--- src/rtl/meas_set_arbiter.sv ---
// Arbitrates NSRC measurement sets onto a single valid/ready transmit port.
// Optional macro MEAS_ORDER_FIX_EN swaps any min/max field pair captured out of order.
module meas_set_arbiter #(
  parameter int NSRC        = 4,
  parameter int NCH         = 2,
  parameter int W           = 16,
  parameter int TIMEOUT     = 1000000,
  parameter int VPP_DEF_MAX = 10000,
  parameter int FRE_DEF_MAX = 50000
) (
  input  logic                       clk,
  input  logic                       rst,
  input  logic                       mode,
  input  logic [NSRC-1:0]            src_valid,
  input  logic [NSRC*NCH*4*W-1:0]    src_data,
  output logic [NSRC-1:0]            src_ready,
  output logic [NCH*4*W-1:0]         tx_data,
  output logic                       tx_valid,
  input  logic                       tx_ready,
  output logic [$clog2(NSRC)-1:0]    tx_src,
  output logic                       stale
);

  localparam int SW   = $clog2(NSRC);
  localparam int SETW = NCH * 4 * W;
  localparam int CW   = (TIMEOUT > 0) ? $clog2(TIMEOUT + 1) : 1;

  localparam logic [4*W-1:0]  DEF_CH  = {W'(VPP_DEF_MAX), {W{1'b0}}, W'(FRE_DEF_MAX), {W{1'b0}}};
  localparam logic [SETW-1:0] DEF_SET = {NCH{DEF_CH}};

  typedef enum logic [1:0] {S_IDLE, S_CAPTURE, S_OFFER} state_t;

  state_t            r_state;
  logic [NSRC-1:0]   r_src_ready;
  logic [SETW-1:0]   r_tx_data;
  logic              r_tx_valid;
  logic [SW-1:0]     r_tx_src;
  logic              r_stale;
  logic [SW-1:0]     r_grant;
  logic [SW-1:0]     r_ptr;
  logic [CW-1:0]     r_cnt;

  logic [SW-1:0]     w_grant;
  logic              w_any;
  logic [SETW-1:0]   w_cap;

  // Fixed priority scans from 0; round-robin scans from the slot after the last grant.
  always_comb begin
    int unsigned idx;
    logic        found;
    w_any   = |src_valid;
    w_grant = '0;
    found   = 1'b0;
    idx     = 0;
    for (int unsigned k = 0; k < NSRC; k++) begin
      idx = mode ? (32'(r_ptr) + 1 + k) % NSRC : k;
      if (!found && src_valid[idx]) begin
        found   = 1'b1;
        w_grant = SW'(idx);
      end
    end
  end

  always_comb begin
    w_cap = src_data[r_grant*SETW +: SETW];
`ifdef MEAS_ORDER_FIX_EN
    for (int unsigned ch = 0; ch < NCH; ch++) begin
      for (int unsigned p = 0; p < 2; p++) begin
        if (w_cap[ch*4*W + p*2*W +: W] > w_cap[ch*4*W + p*2*W + W +: W]) begin
          w_cap[ch*4*W + p*2*W +: W]     = src_data[r_grant*SETW + ch*4*W + p*2*W + W +: W];
          w_cap[ch*4*W + p*2*W + W +: W] = src_data[r_grant*SETW + ch*4*W + p*2*W +: W];
        end
      end
    end
`endif
  end

  always_ff @(posedge clk or negedge rst) begin
    if (!rst) begin
      r_state     <= S_IDLE;
      r_src_ready <= '0;
      r_tx_data   <= DEF_SET;
      r_tx_valid  <= 1'b0;
      r_tx_src    <= '0;
      r_stale     <= 1'b0;
      r_grant     <= '0;
      r_ptr       <= SW'(NSRC - 1);
      r_cnt       <= '0;
    end else begin
      if (r_state != S_CAPTURE && r_cnt != CW'(TIMEOUT))
        r_cnt <= r_cnt + 1'b1;
      case (r_state)
        S_IDLE: begin
          if (w_any) begin
            r_grant     <= w_grant;
            r_src_ready <= NSRC'(1) << w_grant;
            r_state     <= S_CAPTURE;
          end else if (TIMEOUT != 0 && r_cnt == CW'(TIMEOUT) && !r_stale) begin
            r_tx_data  <= DEF_SET;
            r_stale    <= 1'b1;
            r_tx_valid <= 1'b1;
            r_state    <= S_OFFER;
          end
        end
        S_CAPTURE: begin
          r_src_ready <= '0;
          r_tx_data   <= w_cap;
          r_tx_src    <= r_grant;
          r_stale     <= 1'b0;
          r_cnt       <= '0;
          r_ptr       <= r_grant;
          r_tx_valid  <= 1'b1;
          r_state     <= S_OFFER;
        end
        S_OFFER: begin
          if (tx_ready) begin
            r_tx_valid <= 1'b0;
            r_state    <= S_IDLE;
          end
        end
        default: r_state <= S_IDLE;
      endcase
    end
  end

  assign src_ready = r_src_ready;
  assign tx_data   = r_tx_data;
  assign tx_valid  = r_tx_valid;
  assign tx_src    = r_tx_src;
  assign stale     = r_stale;

endmodule

--- config.mk ---
export PLATFORM = sky130hd
export DESIGN_NAME = meas_set_arbiter
export DESIGN_NICKNAME = d
export VERILOG_FILES = /design/src/rtl/meas_set_arbiter.sv
export SDC_FILE = /design/constraint.sdc
export NUM_CORES = 1
export LEC_CHECK = 0
export CORE_AREA = 2 2 252 254
export CTS_CLUSTER_SIZE = 10
export DETAILED_ROUTE_END_ITERATION = 8
export DIE_AREA = 0 0 254 256
export GPL_TIMING_DRIVEN = 0
export HOLD_SLACK_MARGIN = 0.06
export PLACE_DENSITY = 0.52
export SETUP_SLACK_MARGIN = 0.02
export SLEW_MARGIN = 0
export SYNTH_ARGS = -nofsm -noshare
export SYNTH_HDL_FRONTEND = slang
export SYNTH_SLANG_ARGS = --single-unit
--- constraint.sdc ---
create_clock -name clk -period 7 [get_ports clk]
set_clock_uncertainty 0.2 [all_clocks]
set_input_delay 0.7 -clock clk [delete_from_list [all_inputs] [get_ports clk]]
set_output_delay 0.7 -clock clk [all_outputs]
set_load 0.02 [all_outputs]
==> PnR_summary.wiki, run 1 <==
{| class="wikitable"
! Metric !! Value
|-
| Unrepaired setup endpoints after global routing || no
|-
| Cell at the slowest stage of the critical path || sky130_fd_sc_hd__clkbuf_1
|-
| Detailed placer's ending HPWL || 46,100 um
|-
| Vias/cell || 4.19
|-
| Layout cell share with drive strength beyond 1 || 14.7%
|-
| Root Buffer || sky130_fd_sc_hd__clkbuf_16
|-
| Sequential element share of the synthesized area || 40.2%
|-
| Depth of the CTS H-tree || 4
|-
| Area taken by multi-input logic gates || 5570 um^2
|-
| Setup crit start kind || flip-flop
|-
| Pre-CTS setup slack || 3.27 ns
|-
| Wire length after detailed routing || 54,800 um
|-
| Type of destination of the critical path || flip-flop
|-
| Placeable Area || 62,400 um^2
|-
| Peak ir drop on the vdd network || 0.190 mV
|-
| Cell-by-cell trace of the critical path || clkbuf_1 > clkbuf_1 > buf_2 > mux4_2 > nand2_1 > o21ai_0
|-
| Slew at the pin with the worst max-slew slack || 1.24 ns
|-
| Count of buffers inserted at the top-level ports || 654
|-
| Yosys warning count || 0
|-
| Critical path data required time || 7.14 ns
|-
| Antenna violations before repair || 12
|-
| Count of distinct cell types in the synthesized netlist || 55
|-
| Weighted congestion at the end of routability-driven global placement || 0.880
|-
| Clock tree from TritonCTS || done
|-
| CTS buffer count || 17
|-
| Outcome || completed
|-
| GR Util All Layers || 16.6%
|-
| Global-route wire length before repair || 76,600 um
|-
| Layout overhead on the synthesized area || 81.3%
|-
| Area contributors post-synth || sky130_fd_sc_hd__dfrtp_1, sky130_fd_sc_hd__mux4_2, sky130_fd_sc_hd__nand2_1, sky130_fd_sc_hd__dfstp_2, sky130_fd_sc_hd__o21ai_0
|-
| Cell family with most CP delay || buffers and inverters
|-
| CP max FO || 10
|-
| Leak pwr || 6.91 nW
|-
| Clock Pin Slew Worst Setup and Hold Paths || 0.07 ns
|-
| Die outline height || 256 um
|-
| Fin crit period || 3.42 ns
|-
| Arrival time at the worst endpoint || 3.57 ns
|-
| Die Span X || 254 um
|-
| Cell Rows || 92
|-
| Number of slew-limit violations in the final report || 0
|-
| Post_cts resized || 0
|-
| Count of max-cap constraint violations || 0
|-
| Most numerous cell in the Yosys netlist || sky130_fd_sc_hd__nand2_1
|-
| Number of placed I/O pins || 656
|-
| Worst-Skew Late Latency || 0.48 ns
|-
| Hold Fails Final Rpt || 0
|-
| Final setup slack of the worst path || 3.58 ns
|-
| Maximum number of pins on one net before global-route repair || 107
|-
| Violation count after the first detailed-routing iteration || 574
|-
| WP buf/inv || 3
|-
| Cell area after technology mapping || 10,200 um^2
|-
| Full die area || 65,000 um^2
|-
| Net count of the mapped netlist || 1,446
|-
| Worst min path class || reg -> reg
|-
| Routed via count || 10,300
|-
| Register-to-register path setup slack || 3.58 ns
|-
| Tcrit/Tclk final || 48.9%
|-
| Cell with the most instances on the worst path || sky130_fd_sc_hd__clkbuf_1
|-
| Cell count after placement || 2,422
|-
| Slew headroom || 17.5%
|-
| # clock sinks || 162
|-
| Number of flops mapped to enable cells by yosys || 0
|-
| Post-synthesis average cell area || 11.0 um^2
|-
| Worst setup path category || reg -> reg
|-
| Initial core utilization || 16.3%
|-
| Highest clock rate || 0.292 GHz
|-
| Delay of the slowest critical-path stage || 0.96 ns
|-
| Synth Register Bits || 162
|-
| Post-Synthesis Cells || 921
|-
| Detailed-routing iteration count for the pre-antenna-repair pass || 5
|-
| DRC errors left || 0
|-
| Area leader, netlist || sky130_fd_sc_hd__dfrtp_1
|-
| Non-filler instance count after layout || 2,461
|-
| Yosys top cell area share || 34.0%
|-
| Vias in the first global route || 11,000
|-
| WL per Instance || 22.3 um
|-
| CTS max path bufs || 2
|-
| Async S/R FF share, synth || 100%
|-
| Total gr overflow || 0
|-
| Number of nets with antenna violations after routing || 0
|-
| Dominant synthesized flop cell || sky130_fd_sc_hd__dfrtp_1
|-
| Filler Cells Inserted || 6,586
|-
| Final-report setup violation count || 0
|-
| Nets@finish || 2,122
|-
| Synth cell count leaders || sky130_fd_sc_hd__nand2_1, sky130_fd_sc_hd__dfrtp_1, sky130_fd_sc_hd__mux4_2
|-
| Ratio of total power to cell area || 340 nW/um^2
|-
| Sequential cell area || 4080 um^2
|}
[sequential cells by signal, indices dropped and copies added, names as in the netlist]
signal     flops
r_cnt         20
r_grant        2
r_ptr          2
r_state        2
src_ready      4
stale          1
tx_data      128
tx_src         2
tx_valid       1
[layer usage]
metal  share of wire (%)  track usage, %
met1                  41            20.3
met4                 1.1            3.63
met2                  51            28.9
met5               0.042               0
met3                 7.4            4.51
[worst register-to-register path, delay by kind of cell (launching register included)]
kind	cells	cell delay [ns]
AOI/OAI and AO/OA	1	0.08
buffers and inverters	3	1.95
DFF	1	0.32
muxes	1	0.61
and+or+nand+nor	1	0.13
[cell usage in the layout (no fill, tap or decap), types with 2 or more instances in the layout]
cell                              Yosys  routed
sky130_fd_sc_hd__a31oi_1              2       2
sky130_fd_sc_hd__o21ai_0            120     120
sky130_fd_sc_hd__dfrtp_1            138     138
sky130_fd_sc_hd__clkinv_2             0       3
sky130_fd_sc_hd__clkdlybuf4s50_1      0     653
sky130_fd_sc_hd__and3_1               3       3
sky130_fd_sc_hd__dfstp_2             24      24
sky130_fd_sc_hd__buf_2               27      27
sky130_fd_sc_hd__diode_2              0       5
sky130_fd_sc_hd__clkbuf_1            46      46
sky130_fd_sc_hd__o21ai_1              2       2
sky130_fd_sc_hd__xnor2_1              4       4
sky130_fd_sc_hd__buf_6                6       6
sky130_fd_sc_hd__nor2b_1              5       5
sky130_fd_sc_hd__a21oi_1             26      26
sky130_fd_sc_hd__nand3_1             11      11
sky130_fd_sc_hd__o31ai_1              5       5
sky130_fd_sc_hd__a21bo_2              2       2
sky130_fd_sc_hd__nand2b_1             2       2
sky130_fd_sc_hd__mux4_2             129     129
sky130_fd_sc_hd__buf_16               0       2
sky130_fd_sc_hd__xor2_1              16      16
sky130_fd_sc_hd__inv_1               33      33
sky130_fd_sc_hd__nand2_1            230     230
sky130_fd_sc_hd__nor4bb_1             2       2
sky130_fd_sc_hd__nor3b_1             18      18
sky130_fd_sc_hd__nor4_1               2       2
sky130_fd_sc_hd__clkinvlp_4           0       4
sky130_fd_sc_hd__nand4_1              3       3
sky130_fd_sc_hd__clkbuf_16            0      17
sky130_fd_sc_hd__clkinv_4             0       2
sky130_fd_sc_hd__ha_1                 5       5
sky130_fd_sc_hd__inv_6                0       3
sky130_fd_sc_hd__nor2_1              26      26
sky130_fd_sc_hd__nor3b_2              6       6
[area by class of cell]
| class | instances | share of cell area [%] |
|---|---|---|
| timing repair buffer | 657 | 35.9 |
| clock buffer | 18 | 2.39 |
| antenna | 5 | 0.0680 |
| clock inverter | 14 | 0.707 |
| tap | 846 | 5.75 |
| sequential | 162 | 22.2 |
| multi-input combinational | 647 | 30.2 |
| buffer | 79 | 2.04 |
| inverter | 33 | 0.673 |
[power by group]
part           switching [mW]  leakage, nW  total, mW  internal [mW]
Combinational            2.09         4.53       3.79           1.71
Clock                   0.441        0.271      0.943          0.502
Sequential              0.211         2.11       1.52           1.31
Total                    2.74         6.91       6.26           3.52
[stage by stage]
step                cell area [um^2]  total power, mW  TNS (ns)  hold slack [ns]  utilization [%]
floorplan                      10200             3.57         0            0.204                -
global placement               17800             5.38   -270.52            0.252             28.5
detailed placement             17800             5.42         0            0.252             28.5
CTS                            18400             6.41         0            0.263             29.4
global route                   18400             6.71         0            0.277             29.5
finish                         18400             6.26         0            0.260             29.5
[path summary, 6_finish.rpt]
| path | cells past startpoint | end | from |
|---|---|---|---|
| max reg2reg | 6 | tx_data[26]$_DFFE_PN0P_ | r_grant[0]$_DFFE_PN0P_ |
| min | 2 | tx_data[84]$_DFFE_PN1P_ | tx_data[84]$_DFFE_PN1P_ |
| min in group asynchronous | 2 | tx_data[19]$_DFFE_PN0P_ | rst |
| max | 6 | tx_data[26]$_DFFE_PN0P_ | r_grant[0]$_DFFE_PN0P_ |
| min reg2reg | 2 | tx_data[84]$_DFFE_PN1P_ | tx_data[84]$_DFFE_PN1P_ |
| max in group asynchronous | 3 | tx_data[87]$_DFFE_PN0P_ | rst |
[logic make-up after synthesis]
group / share of synthesized area [%]
flip-flops: 40.2
AO/OA/AOI/OAI: 9.20
buffers and inverters: 4.92
adder cells (fa/ha/maj): 0.616
multiplexers: 28.7
AND/OR/NAND/NOR: 14.6
XOR/XNOR: 1.73
[repair_timing]
item,CTS,global route
hold buffers,1,0
setup endpoints to repair,0,0
buffers inserted,0,0
endpoints found under the hold margin,56,0
No activity file was read; power rests on OpenSTA's default activity.
==> run 2, diff against run 1 <==
CORE_AREA = 2 2 254 256   (was 2 2 252 254)
DIE_AREA = 0 0 256 258   (was 0 0 254 256)
clock period = 3.2 ns   (was 7 ns; I/O delays follow)
==> run 2 against run 1 <==
  * Hold slack got worse by 0.034 ns
  * Critical path depth unchanged
  * Via count shrank 0.34%
  * Clock power is 120% higher
  * Wire length shrank 3.6%
  * Flip-flop and latch count is the same
  * Combinational power is 120% higher
  * Fmax rose by 21%
  * Non-clock buffer count down 1
  * Largest power group unchanged
==> PnR_summary.wiki, run 2 (synthesized netlist as in run 1, its figures left out) <==
{| class="wikitable"
! Metric !! Value
|-
| Cell count after placement || 2,431
|-
| Leak pwr || 6.91 nW
|-
| Total gr overflow || 0
|-
| Wire length after detailed routing || 52,800 um
|-
| Placed standard-cell area || 17,800 um^2
|-
| Unrepaired setup endpoints after global routing || no
|-
| Clock tree from TritonCTS || done
|-
| Most used cells in the layout excluding fill and tap cells || sky130_fd_sc_hd__clkdlybuf4s50_1, sky130_fd_sc_hd__nand2_1, sky130_fd_sc_hd__dfrtp_1
|-
| Number of placed I/O pins || 656
|-
| Arrival time at the worst endpoint || 2.95 ns
|-
| CTS max path bufs || 2
|-
| Number of buffers added for setup after CTS || 0
|-
| Die Span X || 256 um
|-
| Layout overhead on the synthesized area || 81.1%
|-
| Most frequent standard cell in the layout excluding fill and tap cells || sky130_fd_sc_hd__clkdlybuf4s50_1
|-
| Slew at the pin with the worst max-slew slack || 1.20 ns
|-
| Wire length on met2 || 26,600 um
|-
| Detailed placer's ending HPWL || 44,300 um
|-
| Initial core utilization || 15.9%
|-
| Cell at the slowest stage of the critical path || sky130_fd_sc_hd__mux4_2
|-
| Worst-Skew Late Latency || 0.48 ns
|-
| R2R depth || 6
|-
| Cell Rows || 93
|-
| Critical path data required time || 3.32 ns
|-
| Worst min path class || in -> async
|-
| Worst setup path category || reg -> reg
|-
| Peak ir drop on the vdd network || 0.377 mV
|-
| # clock sinks || 162
|-
| WL per Instance || 21.4 um
|-
| Type of destination of the critical path || flip-flop
|-
| Max FFs per register || 128
|-
| Routed via count || 10,300
|-
| Delay of the slowest critical-path stage || 0.62 ns
|-
| Cell-by-cell trace of the critical path || clkbuf_1 > clkbuf_2 > buf_2 > mux4_2 > nand2_1 > o21ai_0
|-
| Ratio of total power to cell area || 737 nW/um^2
|-
| Sequential cell area || 4080 um^2
|-
| Highest layer used for signal routing || met5
|-
| Clock Pin Slew Worst Setup and Hold Paths || 0.07 ns
|-
| CTS buffer count || 17
|-
| Vias in the first global route || 11,100
|-
| Hold Fails Final Rpt || 0
|-
| Non-filler instance count after layout || 2,467
|-
| End of the worst register-to-register path || tx_data[47]$_DFFE_PN0P_
|-
| Filler Cells Inserted || 6,618
|-
| CP max FO || 10
|-
| Met3 Wirelength || 4920 um
|-
| Outcome || completed
|-
| Number of slew-limit violations in the final report || 0
|-
| Area taken by multi-input logic gates || 5570 um^2
|-
| Fin crit period || 2.83 ns
|-
| Nets@finish || 2,121
|-
| Count of max-cap constraint violations || 0
|-
| Weighted congestion at the end of routability-driven global placement || 0.907
|-
| Total negative slack || 0 ns
|-
| Count of buffers inserted at the top-level ports || 654
|-
| Slew headroom || 20.0%
|-
| Worst R2R Start || r_grant[0]$_DFFE_PN0P_
|-
| Tcrit/Tclk final || 88.5%
|-
| Full die area || 66,000 um^2
|-
| Setup crit start kind || flip-flop
|-
| Final-report setup violation count || 0
|-
| WP buf/inv || 3
|-
| DRC errors left || 0
|-
| Register-to-register path setup slack || 0.37 ns
|-
| Detailed-routing iteration count for the pre-antenna-repair pass || 4
|-
| Highest clock rate || 0.353 GHz
|-
| Post-Layout Inst Area || 18,400 um^2
|-
| Layout cell share with drive strength beyond 1 || 14.6%
|-
| Cell family with most CP delay || buffers and inverters
|-
| Depth of the CTS H-tree || 4
|-
| Placeable Area || 63,600 um^2
|-
| Maximum number of pins on one net before global-route repair || 93
|-
| Antenna violations before repair || 17
|-
| Violation count after the first detailed-routing iteration || 482
|-
| Routed metal-1 wire length || 19,600 um
|-
| Vias/cell || 4.16
|-
| Number of nets with antenna violations after routing || 0
|-
| Die outline height || 258 um
|-
| Root Buffer || sky130_fd_sc_hd__clkbuf_16
|-
| GR Util All Layers || 15.7%
|-
| Global-route wire length before repair || 74,700 um
|}
-- run 2: cell types whose count changed in the layout (fill, tap and decap cells not counted), sizes merged --
cell         delta
clkinvlp        -1
clkbuf          +2
inv             -1
diode           -2
clkinv          -1
buf             -1
dlygate4sd3     +1
-- run 2: power by group --
part / internal [mW] / switching [mW] / total, mW
sequential: 2.87 / 0.475 / 3.35
clock: 1.09 / 0.938 / 2.03
combinational: 3.71 / 4.46 / 8.18
total: 7.68 / 5.87 / 13.6
-- run 2: what timing repair did --
action / 4_1_cts / 5_1_grt
setup endpoints to repair: 106 / 0
resized for setup: 4 / 0
hold endpoints to repair: 72 / 0
hold buffers: 2 / 0
-- run 2: final cells by class --
type	count	area share, %
flip-flops and latches	162	22.2
multi-input cells	647	30.3
plain buffers	78	2.06
repair buffers	657	35.9
clock inverters	11	0.558
clock buffers	21	2.45
inverters	33	0.674
well taps	855	5.82
diodes	3	0.0408
-- run 2: how the worst max path moves through the flow --
stage	depth (start not counted)	start	slack [ns]	to
6_report	6	r_grant[0]$_DFFE_PN0P_	0.37	tx_data[47]$_DFFE_PN0P_
3_5_place_dp	5	r_grant[1]$_DFFE_PN0P_	-0.51	tx_data[26]$_DFFE_PN0P_
2_1_floorplan	6	r_ptr[0]$_DFFE_PN1P_	0.96	src_ready[2]$_DFFE_PN0P_
5_1_grt	4	r_grant[1]$_DFFE_PN0P_	0.13	tx_data[52]$_DFFE_PN1P_
3_3_place_gp	1	rst	-5.47	tx_data[46]$_DFFE_PN0P_
4_1_cts	6	r_grant[0]$_DFFE_PN0P_	0.20	tx_data[47]$_DFFE_PN0P_
-- run 2: metrics by stage --
stage | utilization (%) | power, mW | hold WS, ns | worst slack [ns]
3_5_place_dp | 28.0 | 11.8 | 0.138 | -0.511
5_1_grt | 28.9 | 14.5 | 0.264 | 0.130
3_3_place_gp | 27.9 | 11.7 | 0.251 | -5.47
4_1_cts | 28.9 | 13.9 | 0.208 | 0.200
6_report | 28.9 | 13.6 | 0.226 | 0.367
2_1_floorplan | - | 7.81 | -0.176 | 0.963
-- run 2: routing by layer --
layer	GRT usage (%)	vias up
met2	27.4	484
met5	0	-
met3	6.27	83
met4	5.69	20
li1	-	4701
met1	17.3	4981
